**config.mk**
```make
export PLATFORM = sky130hd
export DESIGN_NAME = mem_access_ctrl_flat
export DESIGN_NICKNAME = d
export VERILOG_FILES = /design/src/rtl/mem_access_ctrl_pkg.sv /design/src/rtl/mem_access_ctrl_if.sv /design/src/rtl/mem_access_ctrl_watchdog.sv /design/src/rtl/mem_access_ctrl.sv /design/src/flat_wrapper.sv
export SDC_FILE = /design/constraint.sdc
export NUM_CORES = 1
export LEC_CHECK = 0
export ABC_AREA = 1
export CORE_MARGIN = 3
export CORE_UTILIZATION = 38
export CTS_CLUSTER_DIAMETER = 200
export DETAILED_ROUTE_END_ITERATION = 8
export HOLD_SLACK_MARGIN = 0.06
export SLEW_MARGIN = 40
export SYNTH_ARGS = -nofsm -noshare
export SYNTH_HDL_FRONTEND = slang
export SYNTH_SLANG_ARGS = --single-unit
```
**constraint.sdc**
```tcl
create_clock -name clk -period 1.7 [get_ports clk]
set_input_delay 0.255 -clock clk [delete_from_list [all_inputs] [get_ports clk]]
set_output_delay 0.255 -clock clk [all_outputs]
set_load 0.1 [all_outputs]
```
**src/rtl/mem_access_ctrl_pkg.sv**
```systemverilog
// rtl/mem_access_ctrl_pkg.sv - shared encodings, FSM states and byte-lane helpers for mem_access_ctrl
package mem_if_pkg;

   localparam logic [1:0] SIZE_BYTE = 2'b00;
   localparam logic [1:0] SIZE_HALF = 2'b01;
   localparam logic [1:0] SIZE_WORD = 2'b10;

   typedef enum logic [2:0] {
      ST_IDLE,
      ST_CHECK,
      ST_REQ,
      ST_RELEASE,
      ST_DONE
   } state_t;

   function automatic logic [2:0] byte_count(input logic [1:0] size);
      case (size)
         SIZE_HALF: return 3'd2;
         SIZE_WORD: return 3'd4;
         default:   return 3'd1;
      endcase
   endfunction

   // Transfer k carries the most significant of the n right-aligned bytes first.
   function automatic logic [7:0] store_byte(input logic [31:0] w,
                                             input logic [2:0]  n,
                                             input logic [1:0]  k);
      logic [1:0] idx;
      idx = 2'(n - 3'd1 - {1'b0, k});
      return w[{idx, 3'b000} +: 8];
   endfunction

endpackage

```
**src/rtl/mem_access_ctrl_if.sv**
```systemverilog
// rtl/mem_access_ctrl_if.sv - byte-wide MOV/MOC memory handshake bus
interface mem_bus_if #(
   parameter int ADDR_WIDTH = 9
);
   logic                  mov;
   logic                  rw;
   logic [ADDR_WIDTH-1:0] mar;
   logic [7:0]            mdr_out;
   logic [7:0]            mdr_in;
   logic                  moc;

   modport master (output mov, rw, mar, mdr_out, input mdr_in, moc);
   modport slave  (input mov, rw, mar, mdr_out, output mdr_in, moc);
endinterface

```
**src/rtl/mem_access_ctrl_watchdog.sv**
```systemverilog
// rtl/mem_access_ctrl_watchdog.sv - wait-cycle counter flagging a stalled MOC edge
module handshake_watchdog #(
   parameter int TIMEOUT = 16
) (
   input  logic clk,
   input  logic reset_n,
   input  logic clr,
   input  logic en,
   output logic expired
);
   localparam int CW = (TIMEOUT > 2) ? $clog2(TIMEOUT) : 1;

   logic [CW-1:0] cnt;

   assign expired = (cnt == CW'(TIMEOUT - 1));

   // Saturates at the expiry value so the flag cannot wrap back to clear.
   always_ff @(posedge clk or negedge reset_n) begin
      if (!reset_n) begin
         cnt <= '0;
      end else if (clr) begin
         cnt <= '0;
      end else if (en && !expired) begin
         cnt <= cnt + 1'b1;
      end
   end
endmodule

```
**src/rtl/mem_access_ctrl.sv**
```systemverilog
// rtl/mem_access_ctrl.sv - splits byte/half/word requests into big-endian MOV/MOC byte transfers
module mem_access_ctrl
   import mem_if_pkg::*;
#(
   parameter int ADDR_WIDTH = 9,
   parameter int TIMEOUT    = 16
) (
   input  logic        clk,
   input  logic        reset_n,
   input  logic        start,
   input  logic        op_write,
   input  logic [1:0]  size,
   input  logic        sign_ext,
   input  logic [31:0] addr,
   input  logic [31:0] wdata,
   output logic        busy,
   output logic        done,
   output logic        err,
   output logic [31:0] rdata,
   mem_bus_if.master   bus
);

   state_t      state;
   logic        op_write_q;
   logic        sign_ext_q;
   logic [1:0]  size_q;
   logic [31:0] addr_q;
   logic [31:0] wdata_q;
   logic [31:0] shreg;
   logic [2:0]  n_q;
   logic [1:0]  k;
   logic [1:0]  k_next;
   logic        last;
   logic        chk_err;
   logic        waiting;
   logic        wd_expired;
   logic [31:0] load_val;

   assign k_next  = k + 2'd1;
   assign last    = ({1'b0, k} == (n_q - 3'd1));
   assign waiting = ((state == ST_REQ) && !bus.moc) || ((state == ST_RELEASE) && bus.moc);

   handshake_watchdog #(
      .TIMEOUT (TIMEOUT)
   ) u_watchdog (
      .clk     (clk),
      .reset_n (reset_n),
      .clr     (!waiting),
      .en      (waiting),
      .expired (wd_expired)
   );

   always_comb begin
      chk_err = 1'b0;
      case (size_q)
         SIZE_BYTE: chk_err = 1'b0;
         SIZE_HALF: chk_err = addr_q[0];
         SIZE_WORD: chk_err = |addr_q[1:0];
         default:   chk_err = 1'b1;
      endcase
      if ((addr_q >> ADDR_WIDTH) != 32'd0) begin
         chk_err = 1'b1;
      end
   end

   always_comb begin
      load_val = shreg;
      case (size_q)
         SIZE_BYTE: load_val = sign_ext_q ? {{24{shreg[7]}}, shreg[7:0]}
                                          : {24'd0, shreg[7:0]};
         SIZE_HALF: load_val = sign_ext_q ? {{16{shreg[15]}}, shreg[15:0]}
                                          : {16'd0, shreg[15:0]};
         default:   load_val = shreg;
      endcase
   end

   always_ff @(posedge clk or negedge reset_n) begin
      if (!reset_n) begin
         state       <= ST_IDLE;
         busy        <= 1'b0;
         done        <= 1'b0;
         err         <= 1'b0;
         rdata       <= '0;
         bus.mov     <= 1'b0;
         bus.rw      <= 1'b0;
         bus.mar     <= '0;
         bus.mdr_out <= '0;
         op_write_q  <= 1'b0;
         sign_ext_q  <= 1'b0;
         size_q      <= '0;
         addr_q      <= '0;
         wdata_q     <= '0;
         shreg       <= '0;
         n_q         <= '0;
         k           <= '0;
      end else begin
         done <= 1'b0;
         case (state)
            ST_IDLE: begin
               if (start) begin
                  op_write_q <= op_write;
                  size_q     <= size;
                  sign_ext_q <= sign_ext;
                  addr_q     <= addr;
                  wdata_q    <= wdata;
                  busy       <= 1'b1;
                  err        <= 1'b0;
                  state      <= ST_CHECK;
               end
            end
            ST_CHECK: begin
               n_q   <= byte_count(size_q);
               k     <= 2'd0;
               shreg <= '0;
               if (chk_err) begin
                  err   <= 1'b1;
                  done  <= 1'b1;
                  state <= ST_DONE;
               end else begin
                  bus.mov     <= 1'b1;
                  bus.rw      <= ~op_write_q;
                  bus.mar     <= addr_q[ADDR_WIDTH-1:0];
                  bus.mdr_out <= store_byte(wdata_q, byte_count(size_q), 2'd0);
                  state       <= ST_REQ;
               end
            end
            ST_REQ: begin
               if (bus.moc) begin
                  if (!op_write_q) begin
                     shreg <= {shreg[23:0], bus.mdr_in};
                  end
                  bus.mov <= 1'b0;
                  state   <= ST_RELEASE;
               end else if (wd_expired) begin
                  bus.mov <= 1'b0;
                  err     <= 1'b1;
                  done    <= 1'b1;
                  state   <= ST_DONE;
               end
            end
            ST_RELEASE: begin
               if (!bus.moc) begin
                  if (last) begin
                     done <= 1'b1;
                     if (!op_write_q) begin
                        rdata <= load_val;
                     end
                     state <= ST_DONE;
                  end else begin
                     k           <= k_next;
                     bus.mov     <= 1'b1;
                     bus.mar     <= addr_q[ADDR_WIDTH-1:0] + ADDR_WIDTH'(k_next);
                     bus.mdr_out <= store_byte(wdata_q, n_q, k_next);
                     state       <= ST_REQ;
                  end
               end else if (wd_expired) begin
                  err   <= 1'b1;
                  done  <= 1'b1;
                  state <= ST_DONE;
               end
            end
            ST_DONE: begin
               busy  <= 1'b0;
               state <= ST_IDLE;
            end
            default: begin
               state <= ST_IDLE;
            end
         endcase
      end
   end

endmodule
```
**src/flat_wrapper.sv**
```systemverilog
// flat-port wrapper written by rule: the top's interface ports become plain ports
module mem_access_ctrl_flat import mem_if_pkg::*;
#(
   parameter int ADDR_WIDTH = 9,
   parameter int TIMEOUT    = 16
)
  (clk, reset_n, start, op_write, size, sign_ext, addr, wdata, busy, done, err, rdata, bus_mov, bus_rw, bus_mar, bus_mdr_out, bus_mdr_in, bus_moc);
  mem_bus_if #(.ADDR_WIDTH(ADDR_WIDTH)) bus_i ();
  input  logic clk;
  input  logic reset_n;
  input  logic start;
  input  logic op_write;
  input  logic [1:0] size;
  input  logic sign_ext;
  input  logic [31:0] addr;
  input  logic [31:0] wdata;
  output logic busy;
  output logic done;
  output logic err;
  output logic [31:0] rdata;
  output wire logic [$bits(bus_i.mov)-1:0] bus_mov;
  output wire logic [$bits(bus_i.rw)-1:0] bus_rw;
  output wire logic [$bits(bus_i.mar)-1:0] bus_mar;
  output wire logic [$bits(bus_i.mdr_out)-1:0] bus_mdr_out;
  input wire logic [$bits(bus_i.mdr_in)-1:0] bus_mdr_in;
  input wire logic [$bits(bus_i.moc)-1:0] bus_moc;
  assign bus_mov = bus_i.mov;
  assign bus_rw = bus_i.rw;
  assign bus_mar = bus_i.mar;
  assign bus_mdr_out = bus_i.mdr_out;
  assign bus_i.mdr_in = bus_mdr_in;
  assign bus_i.moc = bus_moc;
  mem_access_ctrl #(.ADDR_WIDTH(ADDR_WIDTH), .TIMEOUT(TIMEOUT)) u_core (.clk(clk), .reset_n(reset_n), .start(start), .op_write(op_write), .size(size), .sign_ext(sign_ext), .addr(addr), .wdata(wdata), .busy(busy), .done(done), .err(err), .rdata(rdata), .bus(bus_i));
endmodule
```
==> out/results.txt <==
Crit Path Max Fanout: 4
Syn Nets: 943
Leakage: 5.359 nW
Crit path launch: u_core.k[0]
RSZ-0062 raised after global routing: yes
DRC: 0
Max-cap violations: 0
Later-pin clock latency in the skew report: 0.42 ns
Clock Skew: 0.008860 ns
Setup slack, reg-to-reg: -0.13 ns
Ant. Diodes: 0
Crit Path Category: reg2reg
CORE AREA: 0.01959 mm2
Antenna Nets Post-Route: 0
DRT Wirelength: 19720 um
Total power: 18.74 mW
Die area: 0.02181 mm2
Top post-synthesis cells by area: dfrtp_1, nand2_1, mux2_2, nand3_1, o21ai_0
CTS root buf: clkbuf_16
Worst-margin pin slew: 0.3622 ns
Cell Area, Synth: 0.007626 mm2
Detailed Place HPWL: 12830 um
FF-to-FF Start: u_core.k[0]
I/O pin count: 134
Startpoint Class: register
CTS clk-pin slew, worst paths: 0.07 ns
Worst setup EP type: register
Pwr/cell area: 1624 mW/mm2
Final number of setup-violating endpoints: 52
CP Capture Point: u_core.bus.mar[6]
Global Route Usage Sum: 17.90%
Register area share after synthesis: 54.47%
Max Buffers Root-to-Sink: 2
Die width: 147.7 um
Final Max Slew Viols: 0
RePlAce Congestion: 0.8045
Syn Area/Cell: 8.961 um2
CTS sink cnt: 166
Synthesis-to-finish area growth: 51.25%
Status: complete, but fails checks
WL per Instance: 15.01 um
Area of the multi-input gates: 0.003417 mm2
Final Critical Period: 1.826 ns
Share of cells above drive strength 1: 30.12%
Yosys cell types: 36
Maximum VDD drop: 0.9473 mV
Min-Delay Path Class: in2async
Largest net degree at the start of global routing: 49
Largest area contributor in the netlist: dfrtp_1
Vias post-DR: 6304
First-pass GRT wire length: 31370 um
Yosys top cell area share: 54.47%
Vias per inst: 4.798
Vias in the first global route: 6228
CP Data Arrival Time: 2.14 ns
Port bufs: 133
CTS tree: built
Htree depth: 4
Router iterations before antenna repair: 5
Rows: 51
Initial drt markers: 274
Worst R2R End: u_core.bus.mar[6]
Failing checks: setup timing
Synth warnings: 0
Fill count: 1656
Congestion Overflow GR: 0
Initial antenna violation count: 0
Fin Hold WS: 0.2536 ns
Slew headroom: 75.85%
Syn Inst Count: 851
Worst reg2reg path depth: 12
Final setup margin: -0.1263 ns
FF+latch count, synth: 166
Final Hold Viols: 0
Die span in y: 147.7 um
Nets: 1128
Tcrit/Tclk final: 107.4%
Peak Freq: 547.5 MHz
TritonCTS Buffers: 17
Storage cell area: 0.004158 mm2
Required time of the critical path: 2.02 ns
Initial Utilization: 38.93%
-- how the worst min path moves through the flow --
stage          slack [ns]  depth (start not counted)                to    start
6_report             0.25                          2  u_core.rdata[23]  reset_n
5_1_grt              0.28                          2  u_core.rdata[23]  reset_n
4_1_cts              0.25                          2  u_core.rdata[23]  reset_n
3_5_place_dp         0.13                          1  u_core.rdata[23]  reset_n
3_3_place_gp         0.13                          1  u_core.rdata[23]  reset_n
2_1_floorplan       -0.04                          0  u_core.addr_q[0]  reset_n
-- routing by layer --
layer	GRT usage (%)	vias to the layer above	routed length [um]
li1	-	3118	-
met1	22.97	3022	8376
met2	30.12	144	9975
met3	4.292	20	1074
met4	5.638	0	293
met5	0	-	0
-- worst max-delay path: stages, from the launching register on --
cell,delay (ns)
dfrtp_1,0.40
inv_2,0.13
ha_4,0.15
inv_2,0.04
fa_2,0.39
inv_2,0.08
nand4_1,0.15
nor2_1,0.15
nand2_1,0.05
nand2_1,0.06
inv_1,0.03
nand2_1,0.05
nand2_1,0.05
-- logic make-up after synthesis --
kind of cell    synth area share (%)
compound gates                 8.565
xor+xnor                      0.9187
fa+ha+maj                      2.067
buf+inv                        6.858
flops                          54.47
mux                            6.054
simple gates                   21.07
-- layout make-up --
cell class              instances  share of cell area, %
multi-input cells             568                  29.62
flip-flops and latches        166                  36.05
clock inverters                15                  1.388
clock buffers                  17                  3.688
inverters                      83                  2.809
well taps                     265                  2.875
repair buffers                200                  23.57
-- synth_stat cells --
library cell	number
nand2_1	231
dfrtp_1	166
inv_1	76
nand3_1	72
o21ai_0	66
nor2_1	57
a21oi_1	46
mux2_2	41
clkbuf_1	12
buf_2	11
ha_1	11
buf_6	8
o21ai_1	6
inv_2	5
nand2_2	5
nand4_1	5
xnor2_1	4
xor2_1	4
buf_1	3
nand3_2	3
nand2_4	2
nor2_2	2
o211ai_1	2
a21boi_0	1
a21o_1	1
a21oi_4	1
and2_0	1
buf_4	1
clkinv_1	1
fa_1	1
inv_4	1
nor2_8	1
nor3_1	1
o2111ai_1	1
o21bai_1	1
or2_2	1
-- layout by cell type (no fill, tap or decap), types with 3 or more instances in the layout --
master | Yosys | final
dfrtp_2 | 0 | 3
clkdlybuf4s50_1 | 0 | 78
nand2_2 | 5 | 43
nor2_2 | 2 | 6
inv_2 | 5 | 10
nor2_1 | 57 | 51
nand3_1 | 72 | 68
inv_8 | 0 | 6
o21ai_1 | 6 | 24
buf_12 | 0 | 66
nand4_1 | 5 | 5
ha_4 | 0 | 5
inv_6 | 0 | 5
nand2_1 | 231 | 176
buf_4 | 1 | 39
o21ai_0 | 66 | 33
mux2_2 | 41 | 41
xor2_1 | 4 | 4
buf_6 | 8 | 7
xnor2_1 | 4 | 4
dfrtp_1 | 166 | 163
o21ai_2 | 0 | 15
clkbuf_16 | 0 | 19
inv_1 | 76 | 69
nand2_4 | 2 | 18
nand3_2 | 3 | 5
ha_1 | 11 | 5
a21oi_1 | 46 | 45
buf_16 | 0 | 5
-- power breakdown --
group / internal [mW] / switching, mW / total [mW]
logic: 3.72 / 5.34 / 9.06
clock network: 2.09 / 1.75 / 3.85
registers: 5.06 / 0.761 / 5.83
total: 10.9 / 7.86 / 18.7
-- what timing repair did --
action	CTS	global route
gates cloned	6	3
pin swaps	6	37
hold endpoints to repair	139	0
setup endpoints to repair	52	66
hold buffers	1	0
buffers inserted	5	13
resized for setup	72	93
-- flip-flops by register name (all words and copies together), names as in the netlist, 3 cells and up --
name / flops
u_core.state: 3
u_core.u_watchdog.cnt: 4
u_core.wdata_q: 32
u_core.shreg: 32
u_core.bus.mdr_out: 8
u_core.addr_q: 32
u_core.rdata: 32
u_core.n_q: 3
u_core.bus.mar: 9
-- through the flow --
| step | utilization (%) | instance area, um2 | setup WS (ns) | TNS (ns) | cells |
|---|---|---|---|---|---|
| 3_5_place_dp | 51.70 | 10130 | -0.1597 | -4.392 | 1255 |
| 5_1_grt | 58.88 | 11530 | -0.1964 | -7.995 | 1314 |
| 4_1_cts | 56.43 | 11060 | -0.07912 | -2.289 | 1299 |
| 6_report | 58.88 | 11530 | -0.1263 | -3.715 | 1314 |
| 3_3_place_gp | 51.70 | 10130 | -0.1431 | -2.794 | 1255 |
| 2_1_floorplan | - | 7701 | 0.006210 | 0 | 851 |
Power figures use the tool's default switching activity.
